--- src/rtl/led_pkg.sv ---
// Shared types, defaults and the round-robin picker for the LED bank blocks.
package led_pkg;

  typedef enum logic [1:0] {S_IDLE, S_HOLD, S_OPEN} state_e;

  localparam int LED_NUM_DEF  = 8;
  localparam int CLK_FREQ_DEF = 300_000_000;
  localparam int MAX_REQ      = 32;

  // First set bit of req found by searching upward from last+1, wrapping at n.
  // Returns last when req is empty.
  function automatic int rr_pick(input logic [MAX_REQ-1:0] req, input int last, input int n);
    int idx;
    rr_pick = last;
    for (int i = n; i >= 1; i--) begin
      idx = last + i;
      if (idx >= n) idx = idx - n;
      if (req[idx]) rr_pick = idx;
    end
  endfunction

endpackage

--- src/rtl/led_tick_gen.sv ---
// Time-base prescaler: one-cycle tick every CLK_FREQ/TICK_HZ clocks.
module led_tick_gen #(
  parameter int CLK_FREQ = 300_000_000,
  parameter int TICK_HZ  = 1_000
) (
  input  logic CLK_i,
  input  logic RSTn_i,
  output logic tick
);

  localparam int DIV = (TICK_HZ > 0) ? CLK_FREQ / TICK_HZ : 1;
  localparam int CW  = (DIV > 1) ? $clog2(DIV) : 1;

  if (TICK_HZ < 1 || DIV < 1 || (CLK_FREQ % TICK_HZ) != 0) begin : g_bad_div
    $error("led_tick_gen: CLK_FREQ must be a positive integer multiple of TICK_HZ");
  end

  logic [CW-1:0] presc;

  // NOTE: sequential state uses non-blocking assignments only; reset is synchronous.
  always_ff @(posedge CLK_i) begin
    if (!RSTn_i) presc <= '0;
    else if (presc == CW'(DIV - 1)) presc <= '0;
    else presc <= presc + 1'b1;
  end

  assign tick = (presc == CW'(DIV - 1));

endmodule

--- src/rtl/led_bank_arbiter.sv ---
// Round-robin sharing of the LED bank with a minimum hold time per grant;
// an idle running light is shown whenever nobody owns the bank.
module led_bank_arbiter
  import led_pkg::*;
#(
  parameter int CLK_FREQ    = CLK_FREQ_DEF,
  parameter int TICK_HZ     = 1_000,
  parameter int LED_NUM     = LED_NUM_DEF,
  parameter int NUM_REQ     = 4,
  parameter int HOLD_TICKS  = 500,
  parameter int WATER_TICKS = 100,
  localparam int OW         = (NUM_REQ > 1) ? $clog2(NUM_REQ) : 1
) (
  input  logic                       CLK_i,
  input  logic                       RSTn_i,
  input  logic [NUM_REQ-1:0]         REQ_i,
  input  logic [NUM_REQ*LED_NUM-1:0] PAT_i,
  output logic [NUM_REQ-1:0]         GNT_o,
  output logic [LED_NUM-1:0]         LED_o,
  output logic [OW-1:0]              OWNER_o,
  output logic                       BUSY_o
);

  localparam int HCW = (HOLD_TICKS > 0) ? $clog2(HOLD_TICKS + 1) : 1;
  localparam int WCW = (WATER_TICKS > 1) ? $clog2(WATER_TICKS) : 1;

  if (HOLD_TICKS < 1 || WATER_TICKS < 1) begin : g_bad_ticks
    $error("led_bank_arbiter: HOLD_TICKS and WATER_TICKS must be >= 1");
  end
  if (NUM_REQ < 2 || NUM_REQ > MAX_REQ || LED_NUM < 2) begin : g_bad_size
    $error("led_bank_arbiter: NUM_REQ must be 2..32 and LED_NUM >= 2");
  end

  logic               tick;
  state_e             state;
  logic [OW-1:0]      rr_last, idle_pick, open_pick;
  logic [NUM_REQ-1:0] others, idle_onehot, open_onehot;
  logic [LED_NUM-1:0] water, water_next, owner_pat, idle_pat, open_pat;
  logic [HCW-1:0]     hold_cnt;
  logic [WCW-1:0]     step_cnt, step_next;
  logic               step_done, hold_done;

  led_tick_gen #(.CLK_FREQ(CLK_FREQ), .TICK_HZ(TICK_HZ)) u_tick (
    .CLK_i  (CLK_i),
    .RSTn_i (RSTn_i),
    .tick   (tick)
  );

  // NOTE: full default before the override so no latch is inferred.
  always_comb begin
    others          = REQ_i;
    others[OWNER_o] = 1'b0;
  end

  // Idle search starts after rr_last; preemption search excludes the owner,
  // which is rr_last while busy.
  assign idle_pick   = OW'(rr_pick(MAX_REQ'(REQ_i), int'(rr_last), NUM_REQ));
  assign open_pick   = OW'(rr_pick(MAX_REQ'(others), int'(rr_last), NUM_REQ));
  assign idle_onehot = NUM_REQ'(1) << idle_pick;
  assign open_onehot = NUM_REQ'(1) << open_pick;
  assign idle_pat    = PAT_i[idle_pick*LED_NUM +: LED_NUM];
  assign open_pat    = PAT_i[open_pick*LED_NUM +: LED_NUM];
  assign owner_pat   = PAT_i[OWNER_o*LED_NUM +: LED_NUM];

  assign step_done  = tick && (step_cnt == WCW'(WATER_TICKS - 1));
  assign step_next  = !tick ? step_cnt : (step_done ? '0 : step_cnt + 1'b1);
  assign water_next = step_done ? {water[LED_NUM-2:0], water[LED_NUM-1]} : water;
  assign hold_done  = tick && (hold_cnt == HCW'(HOLD_TICKS - 1));

  always_ff @(posedge CLK_i) begin
    if (!RSTn_i) begin
      state    <= S_IDLE;
      LED_o    <= LED_NUM'(1);
      water    <= LED_NUM'(1);
      GNT_o    <= '0;
      BUSY_o   <= 1'b0;
      OWNER_o  <= '0;
      rr_last  <= OW'(NUM_REQ - 1);
      hold_cnt <= '0;
      step_cnt <= '0;
    end else begin
      unique case (state)
        S_IDLE: begin
          if (|REQ_i) begin
            // Grant edge: water position freezes, no tick is counted.
            state    <= S_HOLD;
            GNT_o    <= idle_onehot;
            OWNER_o  <= idle_pick;
            rr_last  <= idle_pick;
            BUSY_o   <= 1'b1;
            LED_o    <= idle_pat;
            hold_cnt <= '0;
            step_cnt <= '0;
          end else begin
            water    <= water_next;
            LED_o    <= water_next;
            step_cnt <= step_next;
          end
        end
        S_HOLD: begin
          LED_o <= owner_pat;
          if (tick) hold_cnt <= hold_cnt + 1'b1;
          if (hold_done) state <= S_OPEN;
        end
        S_OPEN: begin
          if (|others) begin
            state    <= S_HOLD;
            GNT_o    <= open_onehot;
            OWNER_o  <= open_pick;
            rr_last  <= open_pick;
            LED_o    <= open_pat;
            hold_cnt <= '0;
          end else if (!REQ_i[OWNER_o]) begin
            // Back to idle; a coincident tick already counts toward the next step.
            state    <= S_IDLE;
            GNT_o    <= '0;
            BUSY_o   <= 1'b0;
            water    <= water_next;
            LED_o    <= water_next;
            step_cnt <= step_next;
          end else begin
            LED_o <= owner_pat;
          end
        end
        default: state <= S_IDLE;
      endcase
    end
  end

endmodule

--- config.mk ---
export PLATFORM = sky130hd
export DESIGN_NAME = led_bank_arbiter
export DESIGN_NICKNAME = d
export VERILOG_FILES = /design/src/rtl/led_pkg.sv /design/src/rtl/led_tick_gen.sv /design/src/rtl/led_bank_arbiter.sv
export SDC_FILE = /design/constraint.sdc
export NUM_CORES = 1
export LEC_CHECK = 0
export ABC_AREA = 1
export BUFFER_PORTS_ARGS = -buffer_cell sky130_fd_sc_hd__buf_2
export CAP_MARGIN = 20
export CELL_PAD_IN_SITES_DETAIL_PLACEMENT = 1
export CELL_PAD_IN_SITES_GLOBAL_PLACEMENT = 1
export CORE_MARGIN = 2
export CORE_UTILIZATION = 42
export CTS_BUF_LIST = sky130_fd_sc_hd__clkbuf_8
export DETAILED_ROUTE_END_ITERATION = 7
export PLACE_DENSITY_LB_ADDON = 0.1
export SLEW_MARGIN = 40
export SYNTH_ARGS = -nofsm -noshare
export SYNTH_HDL_FRONTEND = slang
export SYNTH_HIERARCHICAL = 1
export SYNTH_SLANG_ARGS = --single-unit
export TNS_END_PERCENT = 10
--- constraint.sdc ---
create_clock -name CLK_i -period 3.2 [get_ports CLK_i]
set_input_delay 0.64 -clock CLK_i [delete_from_list [all_inputs] [get_ports CLK_i]]
set_output_delay 0.64 -clock CLK_i [all_outputs]
set_load 0.01 [all_outputs]
==> results of run 1 <==
## sequential cells by signal, summed over array words and instances (netlist names)
signal and count:
state 2, hold_cnt 9, step_cnt 7, LED_o 8, rr_last 2, BUSY_o 1, OWNER_o 2, water 8
GNT_o 4, u_tick/presc 19
## cell usage in the layout, fill, tap and decap left out, types with 3 or more instances in the layout
cell type	count
nor2_2	7
clkbuf_8	11
inv_2	10
o21ai_1	8
o211ai_1	6
a221oi_1	9
a211oi_1	7
nor2_1	77
buf_4	7
inv_1	107
nand2_2	13
nand4_1	13
a22oi_1	4
dfxtp_1	62
nor3_1	11
nor2_4	4
buf_2	52
o22ai_1	9
xor2_1	5
ha_1	13
nand2_1	176
o21bai_1	4
nor4_1	3
o21ai_0	39
xnor2_1	5
nand3_2	9
nand2_4	3
nand3_1	62
a31oi_1	5
a21oi_1	43
## through the flow
step / hold slack, ns / total power [W] / instances / area [µm²] / worst slack [ns]
after floorplan: 0.430 / 0.00375 / 747 / 4700 / 0.732
final: 0.482 / 0.00516 / 942 / 5220 / 0.337
after detailed placement: 0.472 / 0.00451 / 927 / 5040 / 0.222
after global routing: 0.516 / 0.00565 / 942 / 5220 / 0.0551
after CTS: 0.484 / 0.00514 / 942 / 5210 / 0.192
after global placement: 0.444 / 0.00438 / 927 / 5040 / 0.356
## area by class of cell
type | instances | area [µm²]
clock buffer | 11 | 151
clock inverter | 4 | 16.3
fill | 1565 | 5670
inverter | 117 | 442
multi-input combinational | 549 | 2880
sequential | 62 | 1240
tap | 140 | 175
timing repair buffer | 59 | 313
## report_power, final
part | total, W | internal [W] | leakage, nW | switching, W
Clock | 0.000611 | 0.000309 | 0.0990 | 0.000302
Combinational | 0.00354 | 0.00106 | 1.84 | 0.00248
Sequential | 0.00100 | 0.000905 | 0.506 | 0.0000986
Total | 0.00516 | 0.00227 | 2.45 | 0.00289
## path summary, 6_finish.rpt
kind | from | end | slack [ns] | cells after the start
min reg2reg | u_tick/presc[0]$_SDFF_PP0_ | u_tick/presc[0]$_SDFF_PP0_ | 0.48 | 1
min | u_tick/presc[0]$_SDFF_PP0_ | u_tick/presc[0]$_SDFF_PP0_ | 0.48 | 1
max | rr_last[1]$_SDFFE_PN1P_ | LED_o[4]$_SDFFE_PN0N_ | 0.34 | 15
max reg2reg | rr_last[1]$_SDFFE_PN1P_ | LED_o[4]$_SDFFE_PN0N_ | 0.34 | 15
## kinds of logic after synthesis
| family | count (synthesis) | synth area share |
|---|---|---|
| buffers and inverters | 136 | 0.125 |
| DFF | 62 | 0.264 |
| AOI/OAI and AO/OA | 141 | 0.182 |
| and+or+nand+nor | 385 | 0.376 |
| xor gates and xnor gates | 10 | 0.0186 |
| adders and majority gates | 13 | 0.0346 |
## worst max-delay path: stages, from the launching register on
cell and delay [ns]:
dfxtp_1 0.47, inv_1 0.16, ha_1 0.47, inv_1 0.17, nand3_1 0.14, nand3_2 0.11
o21ai_1 0.13, nand2_1 0.12, nand2_2 0.34, inv_4 0.10, nor2_1 0.18, nand2_1 0.07
nand2_1 0.08, o21ai_1 0.07, nand2_1 0.06, a21oi_1 0.07
## layer usage
layer | wire, µm | up-vias | global-route usage
met4 | 346 | 0 | 0.0913
met5 | 0 | - | 0
met2 | 7470 | 120 | 0.473
li1 | - | 2548 | -
met1 | 6910 | 2438 | 0.333
met3 | 769 | 30 | 0.0427
==> impl_metrics.ini, run 1 <==
[synthesis]
synth-edff-count = 0
synth_seq_cells = 62
synth_common_cells = nand2_1 (176), inv_1 (104), nor2_1 (79), dfxtp_1 (62), nand3_1 (62)
ys.flop_type = dfxtp_1
yosysSeqAreaShare = 0.264
synth_nets = 798
syn_area_per_cell_um2 = 6.29
syn_area_um2 = 4700
yosysWarningCount = 6
synth_cell_types = 45
netlist_instances = 747
synth.area.top_cells = dfxtp_1 (26%), nand2_1 (14%), inv_1 (8.3%)
yosys.area.top_type_share = 0.264
synth-async-reset-ratio = 0
yosysTopAreaCell = dfxtp_1
yosysMostFrequentCell = nand2_1

[timing]
slew_violations = 0
layout_min_cycle_time_ns = 2.86
fin_setup_tns_ns = 0
post-route-period-util = 0.895
hold_viol = 0
tightestPinTransition_ns = 0.533
fmax_ghz = 0.349
setup_viol = 0
skew_ns = 0.00869
slew_headroom = 0.645
rsz0062_at_grt = no

[clock_tree]
cts_resized = 0
htreeDepth = 3
insertion_delay_ns = 0.35
clk_path_buf_depth = 2
cts_buffers = 9
cts-root-buf = clkbuf_8
tritoncts = done
clkSinkCount = 62
clkTransAtPathRegs_ns = 0.06
hold_buffers = 0
postCtsSetupBuffers = 0

[pwr]
ir_worst_vdd_mv = 0.770
powerDensity_nw_per_um2 = 988
p_leak_nw = 2.45

[global_routing]
antenna_found_initial = 0
grt_max_degree = 25
grt_pass1_vias = 5208
grt_pass1_wl_mm = 25.4
grt_use_total = 0.270
grt_overflow_total = 0

[run]
maxCapViolations = 0

[place]
gp_congestion = 0.953
dp.final_hpwl_mm = 12.3
io_buffers = 52

[hold_path]
hp-class = reg -> reg

[final_layout]
final_nets = 849
utilization = 0.480
drive_gt1_frac = 0.157
area_growth_pct = 11.1
diodes = 0

[floorplanning]
start_util = 0.432
dieWidth_um = 110
top_level_ports = 53
core_um2 = 10900
rows = 38
die_h_um = 110
dieArea_um2 = 12100

[worst_setup_path]
worstPathArrival_ns = 3.10
path_max_fanout = 20
crit_type = reg -> reg
critPathLaunchType = flop
endpoint_kind = flop
required_ns = 3.43

[routing]
wl_per_cell_um = 16.4
vias = 5136
drc = 0
ant_nets = 0
wirelength_mm = 15.5
drt_iter0_drc = 307
dr.pass1.iters = 4
vias_per_cell = 5.45

[status]
outcome = completed
Note: power is estimated with default switching activity, not from simulation.
==> run 2, diff against run 1 <==
Settings changed: CELL_PAD_IN_SITES_DETAIL_PLACEMENT 1 to unset, CELL_PAD_IN_SITES_GLOBAL_PLACEMENT 1 to unset.
==> impl_metrics.ini, run 2 (synthesis gave the netlist of run 1 again) <==
[global_routing]
grt_pass1_wl_mm = 23.0
grt_use_total = 0.246
antenna_found_initial = 0
grt_overflow_total = 0
grt_max_degree = 25
grt_pass1_vias = 4739

[pwr]
finalPower_w = 0.00525
powerDensity_nw_per_um2 = 994
p_leak_nw = 2.47
ir_worst_vdd_mv = 0.669

[worst_setup_path]
path_max_fanout = 20
worstPathArrival_ns = 3.07
endpoint_kind = flop
crit_type = reg -> reg
required_ns = 3.49
critPathLaunchType = flop

[routing]
wl_per_cell_um = 14.7
wirelength_mm = 13.9
drt_iter0_drc = 412
dr.pass1.iters = 6
ant_nets = 0
vias_per_cell = 5.32
drc = 0
vias = 5025

[timing]
fin_setup_tns_ns = 0
tightestPinTransition_ns = 0.484
slew_violations = 0
setup_viol = 0
layout_min_cycle_time_ns = 2.78
post-route-period-util = 0.869
slew_headroom = 0.676
fmax_ghz = 0.360
skew_ns = 0.0105
hold_viol = 0
rsz0062_at_grt = no

[final_layout]
drive_gt1_frac = 0.160
largest_reg_flops = 19
reg.largest.list = u_tick/presc (19), hold_cnt (9)
area.sequential_um2 = 1240
final_nets = 850
largest-register = u_tick/presc
instances_no_fill = 944
layout_common_cells = nand2_1 (176), inv_1 (104), nor2_1 (79), dfxtp_1 (62), nand3_1 (62)
diodes = 0
final_area_um2 = 5280
area_growth_pct = 12.4
n_fill_cell = 1144
final_common_cell = nand2_1
multi_input_area_um2 = 2870

[floorplanning]
start_util = 0.432
dieArea_um2 = 12100
top_level_ports = 53
rows = 38
dieWidth_um = 110
die_h_um = 110
core_um2 = 10900

[clock_tree]
clkSinkCount = 62
hold_buffers = 0
cts_buffers = 9
clk_path_buf_depth = 2
cts_resized = 0
insertion_delay_ns = 0.36
clkTransAtPathRegs_ns = 0.07
postCtsSetupBuffers = 0
htreeDepth = 3
cts-root-buf = clkbuf_8
tritoncts = done

[place]
io_buffers = 52
place_area_um2 = 5050
dp.final_hpwl_mm = 10.5
place_inst = 928
gp_congestion = 0.943

[status]
outcome = completed

[hold_path]
hp-class = reg -> reg

[run]
maxCapViolations = 0
-- run 2: changes by cell type in the layout (fill, tap and decap cells not counted), sizes merged --
cell | before | now
clkinvlp | 0 | 1
buf | 59 | 60
bufinv | 0 | 2
clkinv | 3 | 4
inv | 118 | 115
-- run 2: final cells by class --
class,instances,area share
clock inverter,5,0.0154
inverter,117,0.0836
sequential,62,0.235
timing repair buffer,60,0.0606
clock buffer,11,0.0287
tap,140,0.0332
multi-input combinational,549,0.544
-- run 2: per-stage QoR --
stage | util | worst slack (ns) | hold WS (ns)
5_1_grt | 0.485 | 0.0960 | 0.486
2_1_floorplan | - | 0.732 | 0.430
4_1_cts | 0.485 | 0.431 | 0.475
3_3_place_gp | 0.464 | 0.465 | 0.445
3_5_place_dp | 0.464 | 0.452 | 0.454
6_report | 0.485 | 0.419 | 0.472
-- run 2: critical path, stage by stage, from the launching register on --
cell and delay (ns):
dfxtp_1 0.35, inv_2 0.14, ha_1 0.47, inv_1 0.16, nand3_1 0.14, nand3_2 0.10, o21ai_1 0.14, nand2_1 0.12
nand2_2 0.38, inv_4 0.13, nand3_1 0.10, nand2_1 0.06, o21bai_1 0.21, nand2_1 0.09, a21oi_1 0.13
-- run 2: final timing paths --
kind	cells after the start	startpoint	slack, ns	to
worst min register to register	1	u_tick/presc[0]$_SDFF_PP0_	0.47	u_tick/presc[0]$_SDFF_PP0_
worst max-delay path	14	rr_last[0]$_SDFFE_PN1P_	0.42	LED_o[5]$_SDFFE_PN0N_
worst min-delay path	1	u_tick/presc[0]$_SDFF_PP0_	0.47	u_tick/presc[0]$_SDFF_PP0_
worst max register to register	14	rr_last[0]$_SDFFE_PN1P_	0.42	LED_o[5]$_SDFFE_PN0N_
-- run 2: metal layers --
layer | GRT usage | part of all wire | vias up
li1 | - | - | 2557
met1 | 0.319 | 0.47 | 2282
met2 | 0.395 | 0.45 | 162
met3 | 0.0587 | 0.057 | 24
met4 | 0.0877 | 0.025 | 0
met5 | 0 | 0 | -
-- run 2: power breakdown --
part	total [W]	internal (W)	switching (W)	leakage (nW)
Sequential	0.000987	0.000904	0.0000824	0.506
Combinational	0.00345	0.00106	0.00239	1.85
Clock	0.000811	0.000481	0.000330	0.116
Total	0.00525	0.00245	0.00281	2.47
